==> config.mk <==
export PLATFORM = sky130hd
export DESIGN_NAME = multicycle_control_unit_flat
export DESIGN_NICKNAME = d
export VERILOG_FILES = /design/src/rtl/mcu_pkg.sv /design/src/rtl/multicycle_control_unit_if.sv /design/src/rtl/mcu_wait_timer.sv /design/src/rtl/multicycle_control_unit.sv /design/src/flat_wrapper.sv
export SDC_FILE = /design/constraint.sdc
export NUM_CORES = 1
export LEC_CHECK = 0
export ABC_CLOCK_PERIOD_IN_PS = 5900
export CAP_MARGIN = 20
export CORE_MARGIN = 3
export CORE_UTILIZATION = 57
export CTS_BUF_LIST = sky130_fd_sc_hd__clkbuf_2 sky130_fd_sc_hd__clkbuf_4 sky130_fd_sc_hd__clkbuf_8
export CTS_CLUSTER_SIZE = 8
export DETAILED_ROUTE_END_ITERATION = 8
export GPL_TIMING_DRIVEN = 0
export PLACE_DENSITY_LB_ADDON = 0.2
export SLEW_MARGIN = 20
export SYNTH_ARGS = -nofsm -noshare
export SYNTH_HDL_FRONTEND = slang
export SYNTH_SLANG_ARGS = --single-unit
==> constraint.sdc <==
create_clock -name clk -period 5.9 [get_ports clk]
set_input_delay 1.18 -clock clk [delete_from_list [all_inputs] [get_ports clk]]
set_output_delay 1.18 -clock clk [all_outputs]
set_load 0.01 [all_outputs]
==> src/rtl/mcu_pkg.sv <==
// Shared definitions for the multicycle control unit.
// Holds the FSM state enum, the opcode constants, the datapath mux
// encodings and the per-state control decode used by the top level.
package mcu_pkg;

  // Base opcodes; wider opcode fields zero-extend these.
  localparam logic [2:0] OP_R    = 3'd0;
  localparam logic [2:0] OP_LW   = 3'd1;
  localparam logic [2:0] OP_SW   = 3'd2;
  localparam logic [2:0] OP_BEQ  = 3'd3;
  localparam logic [2:0] OP_ADDI = 3'd4;
  localparam logic [2:0] OP_J    = 3'd5;

  // ALU operand B select.
  localparam logic [1:0] SRCB_REG     = 2'b00;
  localparam logic [1:0] SRCB_FOUR    = 2'b01;
  localparam logic [1:0] SRCB_IMM     = 2'b10;
  localparam logic [1:0] SRCB_IMM_SH2 = 2'b11;

  // ALU operation select.
  localparam logic [1:0] ALUOP_ADD   = 2'b00;
  localparam logic [1:0] ALUOP_SUB   = 2'b01;
  localparam logic [1:0] ALUOP_FUNCT = 2'b10;

  // PC source select.
  localparam logic [1:0] PCSRC_ALU    = 2'b00;
  localparam logic [1:0] PCSRC_ALUOUT = 2'b01;
  localparam logic [1:0] PCSRC_JUMP   = 2'b10;

  typedef enum logic [3:0] {
    ST_IDLE,
    ST_FETCH,
    ST_DECODE,
    ST_EXEC_ADDR,
    ST_EXEC_R,
    ST_MEM_RD,
    ST_MEM_WR,
    ST_WB_MEM,
    ST_WB_R,
    ST_WB_I,
    ST_BRANCH,
    ST_JUMP,
    ST_ERROR
  } state_e;

  // Control word that depends only on the state (mem_ready-gated
  // strobes are added separately at the top level).
  typedef struct packed {
    logic       pc_write;
    logic       pc_write_cond;
    logic [1:0] pc_source;
    logic       iord;
    logic       mem_read;
    logic       mem_write;
    logic       mem_to_reg;
    logic       reg_dst;
    logic       reg_write;
    logic       alu_src_a;
    logic [1:0] alu_src_b;
    logic [1:0] alu_op;
    logic       instr_done;
  } ctrl_t;

  // States that stall on the memory handshake.
  function automatic logic is_wait_state(input state_e s);
    return (s == ST_FETCH) || (s == ST_MEM_RD) || (s == ST_MEM_WR);
  endfunction

  // State-decoded control word.
  function automatic ctrl_t state_ctrl(input state_e s);
    ctrl_t c;
    c = '0;
    case (s)
      ST_FETCH: begin
        c.mem_read  = 1'b1;
        c.iord      = 1'b0;
        c.alu_src_a = 1'b0;
        c.alu_src_b = SRCB_FOUR;
        c.alu_op    = ALUOP_ADD;
        c.pc_source = PCSRC_ALU;
      end
      ST_DECODE: begin
        c.alu_src_a = 1'b0;
        c.alu_src_b = SRCB_IMM_SH2;
        c.alu_op    = ALUOP_ADD;
      end
      ST_EXEC_ADDR: begin
        c.alu_src_a = 1'b1;
        c.alu_src_b = SRCB_IMM;
        c.alu_op    = ALUOP_ADD;
      end
      ST_EXEC_R: begin
        c.alu_src_a = 1'b1;
        c.alu_src_b = SRCB_REG;
        c.alu_op    = ALUOP_FUNCT;
      end
      ST_MEM_RD: begin
        c.mem_read = 1'b1;
        c.iord     = 1'b1;
      end
      ST_MEM_WR: begin
        c.mem_write = 1'b1;
        c.iord      = 1'b1;
      end
      ST_WB_MEM: begin
        c.reg_write  = 1'b1;
        c.mem_to_reg = 1'b1;
        c.reg_dst    = 1'b0;
        c.instr_done = 1'b1;
      end
      ST_WB_R: begin
        c.reg_write  = 1'b1;
        c.reg_dst    = 1'b1;
        c.instr_done = 1'b1;
      end
      ST_WB_I: begin
        c.reg_write  = 1'b1;
        c.reg_dst    = 1'b0;
        c.instr_done = 1'b1;
      end
      ST_BRANCH: begin
        c.alu_src_a     = 1'b1;
        c.alu_src_b     = SRCB_REG;
        c.alu_op        = ALUOP_SUB;
        c.pc_write_cond = 1'b1;
        c.pc_source     = PCSRC_ALUOUT;
        c.instr_done    = 1'b1;
      end
      ST_JUMP: begin
        c.pc_write   = 1'b1;
        c.pc_source  = PCSRC_JUMP;
        c.instr_done = 1'b1;
      end
      default: c = '0;
    endcase
    return c;
  endfunction

endpackage

==> src/rtl/multicycle_control_unit_if.sv <==
// Bus between the multicycle control unit and the shared datapath.
// master: the control unit (takes run/opcode/handshake, drives controls).
// slave:  the datapath / environment side.
interface multicycle_control_unit_if #(
  parameter int unsigned OPCODE_W = 3,
  parameter int unsigned CNT_W    = 16
);
  logic                enable;
  logic [OPCODE_W-1:0] opcode;
  logic                mem_ready;

  logic                pc_write;
  logic                pc_write_cond;
  logic [1:0]          pc_source;
  logic                ir_write;
  logic                iord;
  logic                mem_read;
  logic                mem_write;
  logic                mem_to_reg;
  logic                reg_dst;
  logic                reg_write;
  logic                alu_src_a;
  logic [1:0]          alu_src_b;
  logic [1:0]          alu_op;
  logic                instr_done;
  logic [CNT_W-1:0]    instr_count;
  logic                illegal_op;
  logic                mem_timeout;

  modport master (
    input  enable, opcode, mem_ready,
    output pc_write, pc_write_cond, pc_source, ir_write, iord, mem_read,
           mem_write, mem_to_reg, reg_dst, reg_write, alu_src_a, alu_src_b,
           alu_op, instr_done, instr_count, illegal_op, mem_timeout
  );

  modport slave (
    output enable, opcode, mem_ready,
    input  pc_write, pc_write_cond, pc_source, ir_write, iord, mem_read,
           mem_write, mem_to_reg, reg_dst, reg_write, alu_src_a, alu_src_b,
           alu_op, instr_done, instr_count, illegal_op, mem_timeout
  );
endinterface

==> src/rtl/mcu_wait_timer.sv <==
// Consecutive-stall counter for memory wait states.
// Ports: clk, reset (sync, active-high); clear_i restarts the count,
// inc_i counts one stalled cycle; expired_o is high while the count has
// reached TIMEOUT-1 (never when TIMEOUT is 0).
module mcu_wait_timer #(
  parameter int unsigned TIMEOUT = 16
) (
  input  logic clk,
  input  logic reset,
  input  logic clear_i,
  input  logic inc_i,
  output logic expired_o
);

  localparam int unsigned   TW   = (TIMEOUT > 1) ? $clog2(TIMEOUT) : 1;
  localparam logic [TW-1:0] LAST = TW'((TIMEOUT == 0) ? 0 : TIMEOUT - 1);

  logic [TW-1:0] count_q, count_d;
  logic          expired_q;

  // Clear has priority so a fresh wait state always starts from zero.
  always_comb begin
    count_d = count_q;
    if (clear_i) begin
      count_d = '0;
    end else if (inc_i) begin
      count_d = count_q + TW'(1);
    end
  end

  // expired_q mirrors (count_q == LAST) without a compare on the output path.
  always_ff @(posedge clk) begin
    if (reset) begin
      count_q   <= '0;
      expired_q <= (TIMEOUT == 1);
    end else begin
      count_q   <= count_d;
      expired_q <= (TIMEOUT != 0) && (count_d == LAST);
    end
  end

  assign expired_o = expired_q;

endmodule

==> src/rtl/multicycle_control_unit.sv <==
// Multicycle control unit: sequences each instruction through fetch,
// decode, execute, memory and writeback for a shared-datapath CPU.
// Ports: clk, reset (sync, active-high), bus (master side of
// multicycle_control_unit_if: enable/opcode/mem_ready in, datapath
// controls, instr_done, instr_count and sticky fault flags out).
module multicycle_control_unit
  import mcu_pkg::*;
#(
  parameter int unsigned OPCODE_W = 3,
  parameter int unsigned TIMEOUT  = 16,
  parameter int unsigned CNT_W    = 16
) (
  input  logic                              clk,
  input  logic                              reset,
  multicycle_control_unit_if.master         bus
);

  state_e           state_q, state_d;
  ctrl_t            ctrl_q;
  logic [CNT_W-1:0] count_q;
  logic             illegal_q, timeout_q;

  logic retire_c, set_illegal_c, set_timeout_c;
  logic tmr_clear_c, tmr_inc_c, tmr_expired;
  logic fetch_ack_c, store_ack_c;

  function automatic logic op_is(input logic [OPCODE_W-1:0] op,
                                 input logic [2:0]          code);
    return op == OPCODE_W'(code);
  endfunction

  // Next-state decode; retire_c marks an instruction's final cycle.
  always_comb begin
    state_d       = state_q;
    retire_c      = 1'b0;
    set_illegal_c = 1'b0;
    set_timeout_c = 1'b0;
    case (state_q)
      ST_IDLE: begin
        if (bus.enable) state_d = ST_FETCH;
      end
      ST_FETCH: begin
        if (bus.mem_ready) begin
          state_d = ST_DECODE;
        end else if (tmr_expired) begin
          state_d       = ST_ERROR;
          set_timeout_c = 1'b1;
        end
      end
      ST_DECODE: begin
        if (op_is(bus.opcode, OP_R)) begin
          state_d = ST_EXEC_R;
        end else if (op_is(bus.opcode, OP_LW) || op_is(bus.opcode, OP_SW) ||
                     op_is(bus.opcode, OP_ADDI)) begin
          state_d = ST_EXEC_ADDR;
        end else if (op_is(bus.opcode, OP_BEQ)) begin
          state_d = ST_BRANCH;
        end else if (op_is(bus.opcode, OP_J)) begin
          state_d = ST_JUMP;
        end else begin
          state_d       = ST_ERROR;
          set_illegal_c = 1'b1;
        end
      end
      ST_EXEC_ADDR: begin
        // Opcode is re-read here to pick the memory/immediate path; a value
        // that changed to something else is trapped like any illegal opcode.
        if (op_is(bus.opcode, OP_LW)) begin
          state_d = ST_MEM_RD;
        end else if (op_is(bus.opcode, OP_SW)) begin
          state_d = ST_MEM_WR;
        end else if (op_is(bus.opcode, OP_ADDI)) begin
          state_d = ST_WB_I;
        end else begin
          state_d       = ST_ERROR;
          set_illegal_c = 1'b1;
        end
      end
      ST_EXEC_R: state_d = ST_WB_R;
      ST_MEM_RD: begin
        if (bus.mem_ready) begin
          state_d = ST_WB_MEM;
        end else if (tmr_expired) begin
          state_d       = ST_ERROR;
          set_timeout_c = 1'b1;
        end
      end
      ST_MEM_WR: begin
        if (bus.mem_ready) begin
          retire_c = 1'b1;
        end else if (tmr_expired) begin
          state_d       = ST_ERROR;
          set_timeout_c = 1'b1;
        end
      end
      ST_WB_MEM, ST_WB_R, ST_WB_I, ST_BRANCH, ST_JUMP: retire_c = 1'b1;
      ST_ERROR: state_d = ST_ERROR;
      default:  state_d = ST_ERROR;
    endcase
    // enable only matters between instructions.
    if (retire_c) state_d = bus.enable ? ST_FETCH : ST_IDLE;
  end

  // Timer restarts on every entry into a wait state, counts stalled cycles.
  always_comb begin
    tmr_clear_c = is_wait_state(state_d) && (state_d != state_q);
    tmr_inc_c   = is_wait_state(state_q) && !bus.mem_ready;
  end

  mcu_wait_timer #(
    .TIMEOUT (TIMEOUT)
  ) u_wait_timer (
    .clk       (clk),
    .reset     (reset),
    .clear_i   (tmr_clear_c),
    .inc_i     (tmr_inc_c),
    .expired_o (tmr_expired)
  );

  // State, registered control word, retire counter and sticky faults.
  always_ff @(posedge clk) begin
    if (reset) begin
      state_q   <= ST_IDLE;
      ctrl_q    <= '0;
      count_q   <= '0;
      illegal_q <= 1'b0;
      timeout_q <= 1'b0;
    end else begin
      state_q <= state_d;
      ctrl_q  <= state_ctrl(state_d);
      if (retire_c)      count_q   <= count_q + CNT_W'(1);
      if (set_illegal_c) illegal_q <= 1'b1;
      if (set_timeout_c) timeout_q <= 1'b1;
    end
  end

  // Strobes that must land in the same cycle memory completes.
  assign fetch_ack_c = (state_q == ST_FETCH)  && bus.mem_ready;
  assign store_ack_c = (state_q == ST_MEM_WR) && bus.mem_ready;

  assign bus.pc_write      = ctrl_q.pc_write | fetch_ack_c;
  assign bus.ir_write      = fetch_ack_c;
  assign bus.instr_done    = ctrl_q.instr_done | store_ack_c;
  assign bus.pc_write_cond = ctrl_q.pc_write_cond;
  assign bus.pc_source     = ctrl_q.pc_source;
  assign bus.iord          = ctrl_q.iord;
  assign bus.mem_read      = ctrl_q.mem_read;
  assign bus.mem_write     = ctrl_q.mem_write;
  assign bus.mem_to_reg    = ctrl_q.mem_to_reg;
  assign bus.reg_dst       = ctrl_q.reg_dst;
  assign bus.reg_write     = ctrl_q.reg_write;
  assign bus.alu_src_a     = ctrl_q.alu_src_a;
  assign bus.alu_src_b     = ctrl_q.alu_src_b;
  assign bus.alu_op        = ctrl_q.alu_op;
  assign bus.instr_count   = count_q;
  assign bus.illegal_op    = illegal_q;
  assign bus.mem_timeout   = timeout_q;

endmodule

==> src/flat_wrapper.sv <==
// flat-port wrapper written by rule: the top's interface ports become plain ports
module multicycle_control_unit_flat import mcu_pkg::*;
#(
  parameter int unsigned OPCODE_W = 3,
  parameter int unsigned TIMEOUT  = 16,
  parameter int unsigned CNT_W    = 16
)
  (clk, reset, bus_enable, bus_opcode, bus_mem_ready, bus_pc_write, bus_pc_write_cond, bus_pc_source, bus_ir_write, bus_iord, bus_mem_read, bus_mem_write, bus_mem_to_reg, bus_reg_dst, bus_reg_write, bus_alu_src_a, bus_alu_src_b, bus_alu_op, bus_instr_done, bus_instr_count, bus_illegal_op, bus_mem_timeout);
  multicycle_control_unit_if #(.OPCODE_W(OPCODE_W), .CNT_W(CNT_W)) bus_i ();
  input  logic clk;
  input  logic reset;
  input wire logic [$bits(bus_i.enable)-1:0] bus_enable;
  input wire logic [$bits(bus_i.opcode)-1:0] bus_opcode;
  input wire logic [$bits(bus_i.mem_ready)-1:0] bus_mem_ready;
  output wire logic [$bits(bus_i.pc_write)-1:0] bus_pc_write;
  output wire logic [$bits(bus_i.pc_write_cond)-1:0] bus_pc_write_cond;
  output wire logic [$bits(bus_i.pc_source)-1:0] bus_pc_source;
  output wire logic [$bits(bus_i.ir_write)-1:0] bus_ir_write;
  output wire logic [$bits(bus_i.iord)-1:0] bus_iord;
  output wire logic [$bits(bus_i.mem_read)-1:0] bus_mem_read;
  output wire logic [$bits(bus_i.mem_write)-1:0] bus_mem_write;
  output wire logic [$bits(bus_i.mem_to_reg)-1:0] bus_mem_to_reg;
  output wire logic [$bits(bus_i.reg_dst)-1:0] bus_reg_dst;
  output wire logic [$bits(bus_i.reg_write)-1:0] bus_reg_write;
  output wire logic [$bits(bus_i.alu_src_a)-1:0] bus_alu_src_a;
  output wire logic [$bits(bus_i.alu_src_b)-1:0] bus_alu_src_b;
  output wire logic [$bits(bus_i.alu_op)-1:0] bus_alu_op;
  output wire logic [$bits(bus_i.instr_done)-1:0] bus_instr_done;
  output wire logic [$bits(bus_i.instr_count)-1:0] bus_instr_count;
  output wire logic [$bits(bus_i.illegal_op)-1:0] bus_illegal_op;
  output wire logic [$bits(bus_i.mem_timeout)-1:0] bus_mem_timeout;
  assign bus_i.enable = bus_enable;
  assign bus_i.opcode = bus_opcode;
  assign bus_i.mem_ready = bus_mem_ready;
  assign bus_pc_write = bus_i.pc_write;
  assign bus_pc_write_cond = bus_i.pc_write_cond;
  assign bus_pc_source = bus_i.pc_source;
  assign bus_ir_write = bus_i.ir_write;
  assign bus_iord = bus_i.iord;
  assign bus_mem_read = bus_i.mem_read;
  assign bus_mem_write = bus_i.mem_write;
  assign bus_mem_to_reg = bus_i.mem_to_reg;
  assign bus_reg_dst = bus_i.reg_dst;
  assign bus_reg_write = bus_i.reg_write;
  assign bus_alu_src_a = bus_i.alu_src_a;
  assign bus_alu_src_b = bus_i.alu_src_b;
  assign bus_alu_op = bus_i.alu_op;
  assign bus_instr_done = bus_i.instr_done;
  assign bus_instr_count = bus_i.instr_count;
  assign bus_illegal_op = bus_i.illegal_op;
  assign bus_mem_timeout = bus_i.mem_timeout;
  multicycle_control_unit #(.OPCODE_W(OPCODE_W), .TIMEOUT(TIMEOUT), .CNT_W(CNT_W)) u_core (.clk(clk), .reset(reset), .bus(bus_i));
endmodule
=== Word-level counts from Yosys, hierarchy flattened ===
Cells that the tools add are included.

* Output and inout bits: 35
* Register bits after elaboration: 43
* Input bits: 7
* Word-level logic and storage cells: 111

* Equal/unequal tests: 29
* Mux-type cells: 40
* Add/subtract/negate cells: 2
* Reduce and logical (&&, ||, !) cells: 19
* Bitwise logic cells: 2

{| class="wikitable"
|+ Operators by type and width
! cell !! number
|-
| $mux 4 || 13
|-
| $eq 4x4->1 const B || 9
|-
| $eq 4x3->1 const B || 8
|-
| $pmux 4 s8 || 1
|-
| $pmux 5 s5 || 1
|-
| $mux 1 || 19
|-
| $add 16x1->16 const B || 1
|-
| $eq 4x2->1 const B || 4
|-
| $reduce_or 5->1 || 2
|-
| $eq 4x1->1 const B || 2
|-
| $pmux 2 s2 || 2
|-
| $eq 3x2->1 const B || 2
|-
| $eq 3x3->1 const B || 2
|-
| $logic_or 1x1->1 || 6
|-
| $mux 3 || 2
|-
| $reduce_or 2->1 || 3
|-
| $add 4x1->4 const B || 1
|-
| $logic_and 1x1->1 || 4
|-
| $logic_not 4->1 || 1
|-
| $ne 4x4->1 || 1
|-
| $pmux 1 s2 || 2
|-
| $eq 3x1->1 const B || 1
|-
| $logic_not 3->1 || 1
|-
| $reduce_or 3->1 || 1
|-
| 2 further kinds || 3
|}

=== Depth between registers and ports, before layout ===
Gate-level depths: netlist of run 1.

* Depth in word-level cells: 13
* Mapped depth: 9
* Mapped depth without buffers: 6

=== Cells and area by module ===
Synthesis of run 1 repeated with hierarchy kept, for this count alone.

* Cells, all modules: 232
* Area, all modules: 2062.0 µm²

{| class="wikitable"
|+ Modules (own cells, without submodules)
! module !! cells each !! area each (µm²) !! seq. area each (µm²) !! times used
|-
| multicycle_control_unit || 211 || 1846.8 || 740.7 || 1
|-
| mcu_wait_timer || 21 || 215.2 || 100.1 || 1
|}

=== Least setup slack after synthesis of run 1 ===
OpenSTA, ideal clock, no wires.

* Path type: input-to-output
* Start: in bus_mem_ready
* End: out bus_pc_write
* Data required time: 4720 ps
* Path slack: 2624 ps
* Path buffers: 1
* Stages on the path: 4
* Arrival: 2096 ps
* Cells stage by stage: buf_2 > nor4bb_1 > and2_1 > or2_2

* Word-level cells in the longest chain between the ends: 2

{| class="wikitable"
|+ Ends and longest elaborated chain
! item !! RTL line !! source
|-
| start: declaration || flat_wrapper.sv:14 || <nowiki>input wire logic [$bits(bus_i.mem_ready)-1:0] bus_mem_ready;</nowiki>
|-
| $logic_and 1x1->1 || multicycle_control_unit.sv:138 || <nowiki>assign fetch_ack_c = (state_q == ST_FETCH) && bus.mem_ready;</nowiki>
|-
| net bus_ir_write || flat_wrapper.sv:18 || <nowiki>output wire logic [$bits(bus_i.ir_write)-1:0] bus_ir_write;</nowiki>
|-
| $or 1x1->1 || multicycle_control_unit.sv:141 || <nowiki>assign bus.pc_write = ctrl_q.pc_write | fetch_ack_c;</nowiki>
|-
| end: declaration || flat_wrapper.sv:15 || <nowiki>output wire logic [$bits(bus_i.pc_write)-1:0] bus_pc_write;</nowiki>
|}

The timed path passes the listed nets, and every way through them passes these cells.

=== Worst setup path after layout of run 1 ===
* Start: in bus_mem_ready
* End: out bus_pc_write

* Word-level cells in the longest chain between the ends: 2

{| class="wikitable"
|+ Ends and longest elaborated chain
! item !! RTL line
|-
| $logic_and 1x1->1 || multicycle_control_unit.sv:138
|-
| $or 1x1->1 || multicycle_control_unit.sv:141
|}

Every way passes these cells.

==> summary.txt, run 1 <==
Cells and area
  – P&R area growth vs syn: 24.2%
  – Most common cell after layout, fill and taps aside: dfxtp_1
  – Max reg flops: 16
  – Final nets: between 300 and 400
  – Share of cells above drive strength 1: between 10% and 20%
  – Final core utilization: between 70% and 80%
  – Antenna diodes: 0
  – Most frequent cells in the layout: dfxtp_1, clkdlybuf4s50_1, nor2_1

Setup path
  – Worst EP required: 4.72 ns
  – Worst Path Buf+Inv: 2
  – Slowest stage delay, CP: about 0.52 ns
  – Top Family by Delay on Critical Path: simple AND/OR/NAND/NOR gates
  – Crit path max fanout: 10
  – Reg-to-reg startpoint: u_core.state_q[0]
  – Worst R2R Path Depth: 9
  – RR Endpoint: u_core.u_wait_timer.count_q[1]
  – Startpoint Class: input port
  – Critical path data arrival time: 2.63 ns
  – Critical path cell sequence: buf_2 -> nor4bb_1 -> and2_1 -> or2_2 -> clkdlybuf4s50_1
  – Cell at the slowest stage of the critical path: clkdlybuf4s50_1
  – Reg2reg setup slack: roughly 3.7 ns
  – Crit. End Element: output pin
  – Critical path type: input port to output pin

Global route
  – Initial antenna violation count: 0
  – First-pass GRT wire length: between 7 and 8 mm
  – Vias in the first global route: about 1800
  – Total congestion overflow: 0
  – Global router's overall resource usage: 22.6%
  – Largest net degree at the start of global routing: 14

Pwr
  – Int Pwr: 427 uW
  – Clock power share: just over 30%
  – Part of the power in registers: ~51%
  – Switching Power: 158 uW
  – VDD IR max: about 160 uV
  – Leak Pwr: 0.00101 uW
  – Net Sw Frac: a little over a quarter
  – Comb power frac: about 18%
  – Pwr Density: roughly 220 nW/um2

Synthesis
  – Asr flop ratio synth: 0%
  – Cells after synthesis: 248
  – Synthesized area: 2140 um2
  – Top_reg_cell synth: dfxtp_1
  – Synth Area per Inst: roughly 8.6 um2
  – Synth warnings: 0
  – Count of different cell masters after synthesis: between 60 and 70
  – Seq/Total Area, Yosys: 39.3%
  – Register bit total from synthesis: 42
  – Number of flops mapped to enable cells by yosys: 0
  – Syn_nets: about 260

STA
  – Fin. Hold Viols: 0
  – Slew Limit Fails: 0
  – Final worst path period need: roughly 3.8 ns
  – Setup violators final: 0
  – Setup_tns: 0 ns
  – Max Fclk: ~260 MHz
  – Final worst slack: approximately 2.1 ns
  – Fin crit share: between 60% and 70%
  – RSZ-0062 raised after global routing: no
  – Worst Skew: between 0.006 and 0.007 ns
  – Slew at the pin closest to its max-slew limit: a little over 0.7 ns
  – Rel. slew slack: a little over half

Outcome
  – Status: complete, no violations

CTS
  – Setup Buffers After CTS: 0
  – # H-tree levels: 2
  – # hold bufs at CTS: 0
  – TritonCTS clock tree: built
  – CTS Buf Count: 5
  – CTS resizes: 0
  – Clk slew on worst S/H paths: ~0.070 ns
  – Clock tree buffer depth: 2
  – Worst-Skew Late Latency: 0.29 ns
  – Clock sinks: 42
  – CTS root buffer: clkbuf_8

Placed design
  – HPWL after detailed placement: around 3.3 mm
  – PortBufs: 37
  – GPL Wtd Cong: between 0.8 and 0.9
  – Post-place setup slack: 2.11 ns

Worst hold path
  – Hold Crit Class: flop to flop
  – Hold path startpoint: u_core.bus.mem_timeout
  – Hold path endpoint: u_core.bus.mem_timeout
  – Hold path depth: 2

Floorplanning
  – Die width: between 60 and 70 um
  – Die area: 4520 um2
  – Starting Density: approximately three fifths
  – Core area: 3470 um2
  – Vert. Die Dim: slightly below 70 um
  – # IOs: between 40 and 50
  – Row count: 21

Route
  – DR vias: 1859
  – DRC: 0
  – Wire per inst: between 10 and 15 um
  – DR vias/cell: around 5.5
  – DRC marker count from the first detailed-route iteration: about 140
  – WL final: around 4.5 mm
  – Router iterations before antenna repair: 4
  – Final antenna-violating net count: 0

Run
  – MaxCap Viol Count: 0
## area by class of cell
class	instances	area, um2
Multi-Input combinational cell	174	1130
Sequential cell	42	841
Fill cell	262	813
Timing Repair Buffer	37	370
Buffer	21	129
Clock buffer	6	76.3
Tap cell	46	57.6
Inverter	11	41.3
Clock inverter	2	13.8
## routing by layer
metal	routed length, um	vias up	GRT usage (%)	share of wire [%]
met5	0	-	0	0
met4	91	0	9.87	2.0
met3	239	7	5.16	5.3
met2	2200	57	37.5	49
met1	1990	850	27.9	44
li1	-	945	-	-
## worst max-delay path by stage
stage / start / end / slack [ns] / depth (start not counted)
6_report: bus_mem_ready / bus_pc_write / 2.09 / 5
5_1_grt: bus_mem_ready / bus_pc_write / 1.92 / 5
4_1_cts: bus_mem_ready / bus_pc_write / 2.10 / 5
3_5_place_dp: bus_mem_ready / bus_pc_write / 2.11 / 5
3_3_place_gp: bus_mem_ready / bus_pc_write / 2.10 / 5
2_1_floorplan: bus_mem_ready / bus_pc_write / 2.62 / 4
## cells in the mapped netlist, types with 4 or more instances
master	n	area share (%)
dfxtp_1	42	39
nor2_1	36	6.3
nand2_1	15	2.6
inv_1	11	1.9
buf_4	10	3.5
a21oi_1	9	2.1
xor2_1	9	3.7
nand3_1	8	1.9
xnor2_1	8	3.3
clkbuf_1	6	1.1
o21ai_0	6	1.4
and3_1	5	1.5
nor2b_1	5	1.5
buf_2	4	0.94
nand4_1	4	1.2
nor3_1	4	0.94
nor4_1	4	1.2
or3_1	4	1.2
## metrics by stage
step / hold WS [ns] / total power, uW / std cells / cell area [um2]
floorplan: 0.496 / 378 / 248 / 2140
global placement: 0.450 / 407 / 331 / 2560
detailed placement: 0.465 / 409 / 331 / 2560
CTS: 0.483 / 590 / 339 / 2660
global route: 0.513 / 612 / 339 / 2660
finish: 0.475 / 585 / 339 / 2660
## power by group through the flow
| stage | Combinational, uW | Sequential, uW | Clock (uW) |
|---|---|---|---|
| 2_1_floorplan | 75.4 | 303 | 0 |
| 3_3_place_gp | 105 | 302 | 0 |
| 3_5_place_dp | 107 | 302 | 0 |
| 4_1_cts | 108 | 295 | 187 |
| 5_1_grt | 119 | 296 | 198 |
| 6_report | 108 | 295 | 182 |
## tightest hold or removal path, stage by stage (launching register included)
cell and delay [ns]:
dfxtp_1 0.33, a21oi_1 0.04, nor2_1 0.07
## cell families after synthesis
kind of cell | Yosys count | synth area share [%]
buffers and inverters | 32 | 7.96
AO/OA/AOI/OAI | 42 | 14.4
AND/OR/NAND/NOR | 111 | 29.2
flip-flops | 42 | 39.3
adder cells (fa/ha/maj) | 2 | 1.17
multiplexers | 2 | 0.937
XOR/XNOR | 17 | 6.97
(Power assumes the default switching activity.)
==> inputs of run 2 (changes only) <==
--- a/config.mk
+++ b/config.mk
@@ -5,10 +5,10 @@
 export SDC_FILE = /design/constraint.sdc
 export NUM_CORES = 1
 export LEC_CHECK = 0
-export ABC_CLOCK_PERIOD_IN_PS = 5900
+export ABC_CLOCK_PERIOD_IN_PS = 3600
 export CAP_MARGIN = 20
 export CORE_MARGIN = 3
-export CORE_UTILIZATION = 57
+export CORE_UTILIZATION = 53
 export CTS_BUF_LIST = sky130_fd_sc_hd__clkbuf_2 sky130_fd_sc_hd__clkbuf_4 sky130_fd_sc_hd__clkbuf_8
 export CTS_CLUSTER_SIZE = 8
 export DETAILED_ROUTE_END_ITERATION = 8
==> constraint.sdc (replaced) <==
create_clock -name clk -period 3.6 [get_ports clk]
set_input_delay 0.72 -clock clk [delete_from_list [all_inputs] [get_ports clk]]
set_output_delay 0.72 -clock clk [all_outputs]
set_load 0.01 [all_outputs]
==> summary.txt, run 2 (synthesized netlist as in run 1, its figures left out) <==
Outcome
  – Status: complete, no violations

Placed design
  – GPL Wtd Cong: between 0.9 and 1
  – Post-place setup slack: ~0.72 ns
  – Placed inst area: between 2000 and 3000 um2
  – HPWL after detailed placement: around 3.3 mm
  – PortBufs: 37

Pwr
  – Pwr Density: ~370 nW/um2
  – Net Sw Frac: around 29%
  – Clock power share: 32.0%
  – Int Pwr: ~690 uW
  – VDD IR max: 302 uV
  – Leak Pwr: about 0.0010 uW
  – Part of the power in registers: around half
  – Switching Power: 279 uW
  – Comb power frac: 18.3%

Route
  – Router iterations before antenna repair: 4
  – DRC marker count from the first detailed-route iteration: ~150
  – DR vias/cell: around 5.5
  – M1 WL: roughly 2.1 mm
  – DRC: 0
  – Met2 Routed Length: 2.18 mm
  – Met3 WL: roughly 240 um
  – DR vias: between 1500 and 2000
  – Wire per inst: 13.5 um
  – WL final: ~4.6 mm
  – Highest Signal Layer: met4
  – Final antenna-violating net count: 0

CTS
  – Clock sinks: 42
  – # H-tree levels: 2
  – Clk slew on worst S/H paths: 0.08 ns
  – TritonCTS clock tree: built
  – Worst-Skew Late Latency: around 0.3 ns
  – CTS Buf Count: 5
  – # hold bufs at CTS: 0
  – CTS root buffer: clkbuf_8
  – CTS resizes: 0
  – Clock tree buffer depth: 2
  – Setup Buffers After CTS: 0

Cells and area
  – Area of the multi-input gates: approximately 1100 um2
  – Register Area: around 840 um2
  – Most common cell after layout, fill and taps aside: dfxtp_1
  – Share of cells above drive strength 1: 13.0%
  – Final nets: ~300
  – Max reg flops: 16
  – Most frequent cells in the layout: dfxtp_1, clkdlybuf4s50_1, nor2_1
  – Fillers: 323
  – Fin area: between 2000 and 3000 um2
  – Final core utilization: a little over two thirds
  – P&R area growth vs syn: 24.5%
  – Antenna diodes: 0

STA
  – Worst Skew: 0.00951 ns
  – Slew Limit Fails: 0
  – Final worst path period need: between 3 and 4 ns
  – RSZ-0062 raised after global routing: no
  – Fin crit share: a little over four fifths
  – Slew at the pin closest to its max-slew limit: 0.717 ns
  – Final worst slack: a little under 0.6 ns
  – Max Fclk: about 330 MHz
  – Setup violators final: 0
  – Worst Hold Slack: approximately 0.48 ns
  – Fin. Hold Viols: 0
  – Rel. slew slack: between 50% and 60%
  – Setup_tns: 0 ns

Floorplanning
  – Starting Density: approximately 57%
  – Die area: slightly below 5000 um2
  – Row count: 22
  – Die width: 69.5 um
  – Vert. Die Dim: roughly 70 um
  – Core area: 3770 um2
  – # IOs: between 40 and 50

Setup path
  – Critical path data arrival time: ~2.3 ns
  – Critical path cell sequence: buf_6 -> clkbuf_1 -> nor4bb_1 -> and2_1 -> or2_2 -> clkdlybuf4s50_1
  – Critical path type: flop to output pin
  – Startpoint Class: flop
  – Slowest stage delay, CP: between 0.5 and 0.6 ns
  – Worst EP required: roughly 2.9 ns
  – Cell at the slowest stage of the critical path: clkdlybuf4s50_1
  – Crit. End Element: output pin
  – Crit path max fanout: 10

Global route
  – Global router's overall resource usage: approximately a fifth
  – Initial antenna violation count: 0
  – First-pass GRT wire length: 7.87 mm
  – Largest net degree at the start of global routing: 16
  – Vias in the first global route: roughly 1700
  – Total congestion overflow: 0

Worst hold path
  – Hold Crit Class: flop to flop

Run
  – MaxCap Viol Count: 0
## run 2: cell type report
class	count	area share [%]
multi-input cells	174	42.3
flip-flops and latches	42	31.6
repair buffers	37	13.9
plain buffers	21	4.84
clock buffers	5	2.59
well taps	48	2.26
inverters	11	1.55
clock inverters	3	0.940
## run 2: per-layer routing
layer	vias up	track usage (%)
li1	947	-
met5	-	0
met3	8	4.49
met4	0	6.72
met1	847	25.3
met2	57	32.9
## run 2: worst max-delay path, delay by kind of cell, from the launching register on
family,cells,cell delay (ns)
buf+inv,3,0.89
flops,1,0.31
simple gates,3,0.80
## run 2: stage by stage
stage          total power, uW  instances
2_1_floorplan              620        248
3_3_place_gp               667        333
3_5_place_dp               671        333
4_1_cts                    983        341
5_1_grt                   1020        341
6_report                   974        341
## run 2: power by group through the flow
stage / clock network (uW) / registers, uW / logic, uW
finish: 311 / 484 / 178
floorplan: 0 / 496 / 124
global placement: 0 / 494 / 173
detailed placement: 0 / 495 / 175
CTS: 322 / 484 / 177
global route: 342 / 486 / 195
## run 2: final timing paths
| check | slack (ns) | end | start | cells past startpoint |
|---|---|---|---|---|
| worst max-delay path | 0.58 | bus_pc_write | u_core.state_q[3] | 6 |
| worst max register to register | 1.35 | u_core.u_wait_timer.count_q[1] | u_core.state_q[0] | 9 |
| worst min-delay path | 0.48 | u_core.bus.mem_timeout | u_core.bus.mem_timeout | 2 |
| worst min register to register | 0.48 | u_core.bus.mem_timeout | u_core.bus.mem_timeout | 2 |
